**config.mk**
```make
export PLATFORM = sky130hd
export DESIGN_NAME = grid_memory
export DESIGN_NICKNAME = d
export VERILOG_FILES = /design/src/rtl/grid_memory.sv
export SDC_FILE = /design/constraint.sdc
export NUM_CORES = 1
export LEC_CHECK = 0
export BUFFER_PORTS_ARGS = -buffer_cell sky130_fd_sc_hd__buf_2
export CAP_MARGIN = 20
export CORE_ASPECT_RATIO = 1.2
export CORE_UTILIZATION = 55
export CTS_CLUSTER_SIZE = 10
export DETAILED_ROUTE_END_ITERATION = 10
export HOLD_SLACK_MARGIN = 0.02
export PLACE_DENSITY = 0.73
export REMOVE_ABC_BUFFERS = 1
export SLEW_MARGIN = 30
export SYNTH_ARGS = -nofsm -noshare
export SYNTH_HDL_FRONTEND = slang
export SYNTH_SLANG_ARGS = --single-unit
```
**constraint.sdc**
```tcl
create_clock -name clk -period 2.5 [get_ports clk]
set_clock_uncertainty 0.2 [all_clocks]
set_input_delay 0.125 -clock clk [delete_from_list [all_inputs] [get_ports clk]]
set_output_delay 0.125 -clock clk [all_outputs]
set_load 0.01 [all_outputs]
```
**src/rtl/grid_memory.sv**
```systemverilog
// Double-buffered Game of Life board memory: row-wise load port, a row sweep that feeds
// an external next-generation calculator, and an atomic bank swap with status flags.
module grid_memory #(
   parameter int  COLS      = 8,
   parameter int  ROWS      = 8,
   parameter int  GEN_WIDTH = 16,
   localparam int AW        = $clog2(ROWS)
) (
   input  logic                 clk,
   input  logic                 reset,
   input  logic                 load_run,
   input  logic                 load_we,
   input  logic [AW-1:0]        load_addr,
   input  logic [COLS-1:0]      load_data,
   input  logic                 step_start,
   output logic [COLS-1:0]      row_above,
   output logic [COLS-1:0]      row_cur,
   output logic [COLS-1:0]      row_below,
   input  logic [COLS-1:0]      grid_in,
   output logic                 step_busy,
   output logic                 step_done,
   output logic [GEN_WIDTH-1:0] generation,
   output logic                 stable,
   output logic                 empty,
   input  logic [AW-1:0]        rd_addr,
   output logic [COLS-1:0]      rd_data
);
   localparam logic [AW-1:0] LAST_ROW = AW'(ROWS - 1);
   localparam logic [AW:0]   ROWS_W   = (AW + 1)'(ROWS);

   typedef enum logic [1:0] {IDLE, SWEEP, SWAP} state_t;

   state_t          state, next_state;
   logic [COLS-1:0] bank [2][ROWS];
   logic            bank_sel;
   logic [AW-1:0]   r;
   logic [AW-1:0]   above_idx, below_idx;
   logic            changed, any_live;
   logic            start, sweep_wr, swap, load_wr;

   // NOTE: sequential state is assigned with <= so every flop samples pre-edge values.
   always_ff @(posedge clk or negedge reset) begin
      if (!reset) state <= IDLE;
      else        state <= next_state;
   end

   // Dropping load_run mid-sweep abandons the step; the SWAP cycle is never interrupted.
   always_comb begin
      next_state = state;
      case (state)
         IDLE:    if (step_start && load_run) next_state = SWEEP;
         SWEEP:   if (!load_run)              next_state = IDLE;
                  else if (r == LAST_ROW)     next_state = SWAP;
         SWAP:    next_state = IDLE;
         default: next_state = IDLE;
      endcase
   end

   // NOTE: every output of this block is assigned on all paths, so no latch is inferred.
   always_comb begin
      step_busy = (state != IDLE);
      start     = (state == IDLE) && step_start && load_run;
      sweep_wr  = (state == SWEEP);
      swap      = (state == SWAP);
      load_wr   = !load_run && load_we && ({1'b0, load_addr} < ROWS_W);
      above_idx = (r == '0)       ? LAST_ROW : r - 1'b1;
      below_idx = (r == LAST_ROW) ? '0       : r + 1'b1;
      row_above = bank[bank_sel][above_idx];
      row_cur   = bank[bank_sel][r];
      row_below = bank[bank_sel][below_idx];
      rd_data   = ({1'b0, rd_addr} < ROWS_W) ? bank[bank_sel][rd_addr] : '0;
   end

   // NOTE: both banks must read as zero straight out of reset, so they are flops with a
   // reset rather than an inferred RAM.
   always_ff @(posedge clk or negedge reset) begin
      if (!reset) begin
         for (int b = 0; b < 2; b++)
            for (int i = 0; i < ROWS; i++)
               bank[b][i] <= '0;
         bank_sel   <= 1'b0;
         r          <= '0;
         changed    <= 1'b0;
         any_live   <= 1'b0;
         generation <= '0;
         stable     <= 1'b0;
         empty      <= 1'b0;
         step_done  <= 1'b0;
      end else begin
         step_done <= swap;
         r         <= (sweep_wr && next_state == SWEEP) ? r + 1'b1 : '0;
         if (sweep_wr) bank[~bank_sel][r]       <= grid_in;
         if (load_wr)  bank[bank_sel][load_addr] <= load_data;
         if (start) begin
            changed  <= 1'b0;
            any_live <= 1'b0;
         end else if (sweep_wr) begin
            changed  <= changed  | (grid_in != row_cur);
            any_live <= any_live | (grid_in != '0);
         end
         if (swap) begin
            bank_sel   <= ~bank_sel;
            generation <= generation + 1'b1;
            stable     <= !changed;
            empty      <= !any_live;
         end
         if (load_wr) begin
            stable <= 1'b0;
            empty  <= 1'b0;
         end
      end
   end
endmodule

```
# After elaboration in Yosys (flattened, before gate mapping)

Cells that the tools add are included.
W data, S select, Z words.

Input port bits: 27
Bits in read-only memories: 0
Latch bits: 0
Logic and storage cells: 114
Bits in writable memories: 0
Output and inout bits: 52
Bits in registers: 155
Memories: 0

Shift-type cells: 0
Bitwise operators: 10
Add/subtract/negate cells: 3
Muxes and demuxes: 42
Equality and inequality tests: 5
Multiply operators: 0
Magnitude comparators: 11
Div/mod/pow operators: 0
Reduce and logical (&&, ||, !) cells: 18

Operators by type and width:

| operator                | number |
|---|---|
| $mux W64                | 5 |
| $bwmux W128             | 2 |
| $mux W128               | 2 |
| $demux W64 S1           | 2 |
| $bmux W8 S3             | 4 |
| $mux W8                 | 10 |
| $demux W8 S3            | 2 |
| $ge A4 B4 Y1 const B    | 5 |
| $not A3 Y4              | 5 |
| $add A16 B1 Y16 const B | 1 |
| $logic_and A1 B1 Y1     | 9 |
| $mux W3                 | 3 |
| $lt A4 B1 Y1 const B    | 2 |
| $mux W1                 | 8 |
| $ne A8 B8 Y1            | 1 |
| $reduce_bool A8 Y1      | 1 |
| $mux W2                 | 3 |
| $reduce_bool A2 Y1      | 3 |
| $eq A2 B1 Y1 const B    | 2 |
| $ge A2 B2 Y1 const B    | 2 |
| $lt A2 B1 Y1 const B    | 2 |
| $not A1 Y2              | 2 |
| $pmux W2 S2             | 1 |
| $add A3 B1 Y3 const B   | 1 |
| 8 further kinds         | 11 |

# Logic depth before layout (Yosys ltp)

Depth after elaboration: 11
Depth in mapped cells: 9

# Worst setup path before layout

No wires, ideal clock.

Kind: register to output
Start point: reg r[0]
End point: out row_above[5]
Path buffers: 2
Data required time: 2.175 ns
Slack: -0.159 ns
Stages on the path, launching flop included: 8
Data arrival time: 2.334 ns
Cells stage by stage: dfrtp_1 > buf_6 > clkinv_1 > ha_1 > a21oi_2 > buf_4 > mux4_2 > mux2i_1

Word-level cells in the longest chain between the ends: 6
Elaborated cells between the ends (all ways): 7

Ends and longest elaborated chain:

| item                                                     | RTL line | text |
|---|---|---|
| start: declaration                                       | 36       | `logic [AW-1:0] r;` |
| start signal: assignment                                 | 91       | `r <= (sweep_wr && next_state == SWEEP) ? r + 1'b1 : '0;` |
| $sub A3 B1 Y3 / $logic_not A3 Y1 (equally long branches) | 66       | `above_idx = (r == '0) ? LAST_ROW : r - 1'b1;` |
| $mux W3 *                                                | 66       |  |
| $not A3 Y4 (implied by the code) *                       | 68       | `row_above = bank[bank_sel][above_idx];` |
| $bmux W8 S3 *                                            | 68       |  |
| $mux W8 (implied by the code) * (2 in series)            | 68       |  |
| end: declaration                                         | 16       | `output logic [COLS-1:0] row_above,` |

Mark *: on every way between the ends. The rest lies on a longest branch, timed or not. The select of a mux whose other input is x is not followed.

# Worst setup path in the final report

Start point: reg bank_sel
End point: out row_above[1]

Word-level cells in the longest chain between the ends: 7

Ends and longest elaborated chain:

| item                                         | RTL line | text |
|---|---|---|
| start: declaration                           | 35       | `logic bank_sel;` |
| start signal: assignment                     | 102      | `bank_sel <= ~bank_sel;` |
| $not A1 Y2 (implied by the code)             | 68       |  |
| $mux W64 (implied by the code) (3 in series) | 68       |  |
| $bmux W8 S3                                  | 68       |  |
| $mux W8 (implied by the code) (2 in series)  | 68       |  |

Every way passes these cells. The select of a mux whose other input is x is not followed.

==> flow_metrics.env <==
export IMPL_hold_class="in -> reg"
export IMPL_grt_overflow=0
export IMPL_p_leak_nw=5.971
export IMPL_synth_seq_area_share_pct=39.31
export IMPL_worstSetupPathType="reg -> out"
export IMPL_rsz0062_at_grt="yes"
export IMPL_first_iter_violations=1349
export IMPL_synth_area_per_cell_sq_um=9.847
export IMPL_synth_flop_cell="dfrtp_1"
export IMPL_fin_ws_ns=-0.4106
export IMPL_die_w_um=124.3
export IMPL_grt_pass1_wl_um=55460
export IMPL_maxSlewViolCount=0
export IMPL_synth_top_cell_by_area="dfrtp_1"
export IMPL_wl_per_cell_um=27.69
export IMPL_synth_most_common_cell="mux2i_1"
export IMPL_p_total_mw=9.312
export IMPL_synth_top_family_by_area="multiplexers"
export IMPL_final_antenna_net_count=0
export IMPL_num_vias=9971
export IMPL_p_per_area_nw_per_um2=671.9
export IMPL_cap_violations=0
export IMPL_yosysUniqueCellTypes=40
export IMPL_max_freq_ghz=0.3436
export IMPL_yosys_warnings=0
export IMPL_drc=0
export IMPL_clockRootBuffer="clkbuf_16"
export IMPL_drive_above_1_share_pct=39.74
export IMPL_antenna_cells=0
export IMPL_end_kind="output port"
export IMPL_synthTopCellsByArea="dfrtp_1 39%, mux2i_1 21%, mux4_2 9.1%"
export IMPL_wl_um=40380
export IMPL_period_share_pct=116.4
export IMPL_routabilityCongestion=1.022
export IMPL_hold_ws_ns=0.05197
export IMPL_io_buffer_count=78
export IMPL_synthSimpleGateAreaFrac_pct=12.66
export IMPL_placementRows=53
export IMPL_antenna_found_initial=0
export IMPL_synth_common_cells="209 x mux2i_1, 155 x dfrtp_1, 109 x nand2_1"
export IMPL_finalSetupViolCount=34
export IMPL_hpwl_um=23840
export IMPL_cp_arrival_ns=2.59
export IMPL_cts_sinks=155
export IMPL_fin_crit_ns=2.911
export IMPL_ios=79
export IMPL_grt_usage_pct=39.72
export IMPL_ys_ff_latch=155
export IMPL_via_per_inst=6.839
export IMPL_violations="negative setup slack"
export IMPL_synth_enable_flop_cells=0
export IMPL_syn_to_final_growth_pct=40.45
export IMPL_status="complete, but fails checks"
export IMPL_clk_path_buf_depth=2
export IMPL_syn_inst=1002
export IMPL_cts_tree="yes"
export IMPL_finalHoldViolations=0
export IMPL_worst_pin_slew_ns=0.6236
export IMPL_coreArea_sq_um=17510
export IMPL_synth_compound_area_share_pct=11.29
export IMPL_start_kind="flop"
export IMPL_first_global_vias=9515
export IMPL_cts_htree_levels=4
export IMPL_nNetsFinal=1258
export IMPL_synthAdderAreaFrac_pct=0.6340
export IMPL_synth_xor_area_share_pct=1.420
export IMPL_die_h_um=148.7
export IMPL_cts_buffers_inserted=17
export IMPL_first_pass_iters=8
export IMPL_die_area_sq_um=18480
export IMPL_ys_async_sr_fraction_pct=100.0
export IMPL_grt_max_degree=46
export IMPL_required_ns=2.17
export IMPL_muxShareOfSynthArea_pct=30.33
export IMPL_max_slew_margin_rel_pct=57.60
export IMPL_vdd_drop_max_mv=0.4860
export IMPL_start_util_pct=56.36
export IMPL_yosysTopAreaCellShare_pct=39.31
export IMPL_nFillCells=1025
export IMPL_syn_area_sq_um=9867
export IMPL_clk_latency_ns=0.45
export IMPL_clk_pin_slew_ns=0.06
export IMPL_worstPathMaxFanout=6
## cells by family after synthesis
kind of cell,after synthesis
xor+xnor,16
compound gates,200
fa+ha+maj,5
mux,249
buf+inv,96
simple gates,281
flops,155
## routing by layer
| metal | track usage [%] | share of wire (%) |
|---|---|---|
| met1 | 50.47 | 35 |
| met2 | 62.43 | 46 |
| met3 | 8.957 | 12 |
| met4 | 23.61 | 7.8 |
| met5 | 0 | 0 |
## layout make-up
class / count / area, sq um / area share, %
Multi-Input combinational cell: 751 / 6489 / 46.82
Inverter: 6 / 26.28 / 0.1896
Sequential cell: 155 / 3886 / 28.04
Clock buffer: 22 / 474.2 / 3.422
Clock inverter: 9 / 158.9 / 1.147
Timing Repair Buffer: 295 / 2549 / 18.39
Tap cell: 220 / 275.3 / 1.986
## final timing paths
check / from / end / slack [ns] / depth (start not counted)
setup / recovery: bank_sel$_DFFE_PN0P_ / row_above[1] / -0.41 / 7
hold / removal: grid_in[0] / bank[24]$_DFF_PN0_ / 0.05 / 3
setup reg to reg: bank_sel$_DFFE_PN0P_ / changed$_DFFE_PN0P_ / -0.27 / 9
hold reg to reg: generation[15]$_DFFE_PN0P_ / generation[15]$_DFFE_PN0P_ / 0.27 / 1
max in group asynchronous: reset / bank[1]$_DFF_PN0_ / 1.65 / 3
min in group asynchronous: reset / bank[5]$_DFF_PN0_ / 0.08 / 3
## through the flow
step / setup slack (ns) / setup TNS (ns) / cell area [sq um] / util, % / std cells
floorplan: -1.807 / -249.27 / 9459 / - / 912
global placement: -0.1574 / -0.8002 / 11400 / 65.11 / 1366
detailed placement: -0.1690 / -0.9695 / 11400 / 65.11 / 1366
CTS: -0.2909 / -6.479 / 13160 / 75.18 / 1448
global route: -0.5165 / -9.921 / 13860 / 79.16 / 1458
finish: -0.4106 / -8.677 / 13860 / 79.16 / 1458
## repair_timing
action | in CTS | in global routing
setup buffers | 29 | 13
setup endpoints to repair | 33 | 57
endpoints found under the hold margin | 292 | 0
gates cloned | 4 | 0
hold buffers | 20 | 0
gates resized for setup | 136 | 122
pin swaps | 21 | 25
## state kept, by name (all words and copies together), names as in the netlist
name	cells
changed	1
empty	1
step_done	1
r	3
bank	128
generation	16
state	2
bank_sel	1
stable	1
any_live	1
## report_power, final
| part | total, mW | switching, mW | internal, mW |
|---|---|---|---|
| clock network | 2.87 | 1.12 | 1.75 |
| registers | 3.28 | 0.376 | 2.91 |
| logic | 3.16 | 1.64 | 1.52 |
| total | 9.31 | 3.13 | 6.18 |
## critical path, cell delays in order (launching register included)
cell,delay [ns]
dfrtp_4,0.53
buf_12,0.17
buf_16,0.15
mux2i_2,0.53
mux4_2,0.40
mux2i_2,0.08
buf_4,0.16
buf_6,0.12
## layout by cell type (no fill, tap or decap), drive strengths merged, types with 2 or more instances in the layout
cell type / synthesis / routed
a21oi: 84 / 84
a221oi: 8 / 8
a311oi: 7 / 7
and3: 13 / 13
buf: 40 / 276
bufinv: 0 / 4
clkbuf: 50 / 22
clkinv: 2 / 3
dfrtp: 155 / 155
dlygate4sd3: 0 / 19
ha: 5 / 5
inv: 4 / 7
mux2i: 209 / 209
mux4: 40 / 40
nand2: 109 / 109
nand2b: 11 / 11
nand3: 8 / 8
nand3b: 4 / 4
nand4: 2 / 2
nor2: 104 / 104
nor2b: 5 / 5
nor3: 5 / 5
nor3b: 4 / 4
nor4: 6 / 6
o21ai: 66 / 66
o22a: 2 / 2
o22ai: 30 / 30
or2: 5 / 5
or3b: 3 / 3
xnor2: 11 / 11
xor2: 5 / 5
Power figures use the tool's default switching activity.
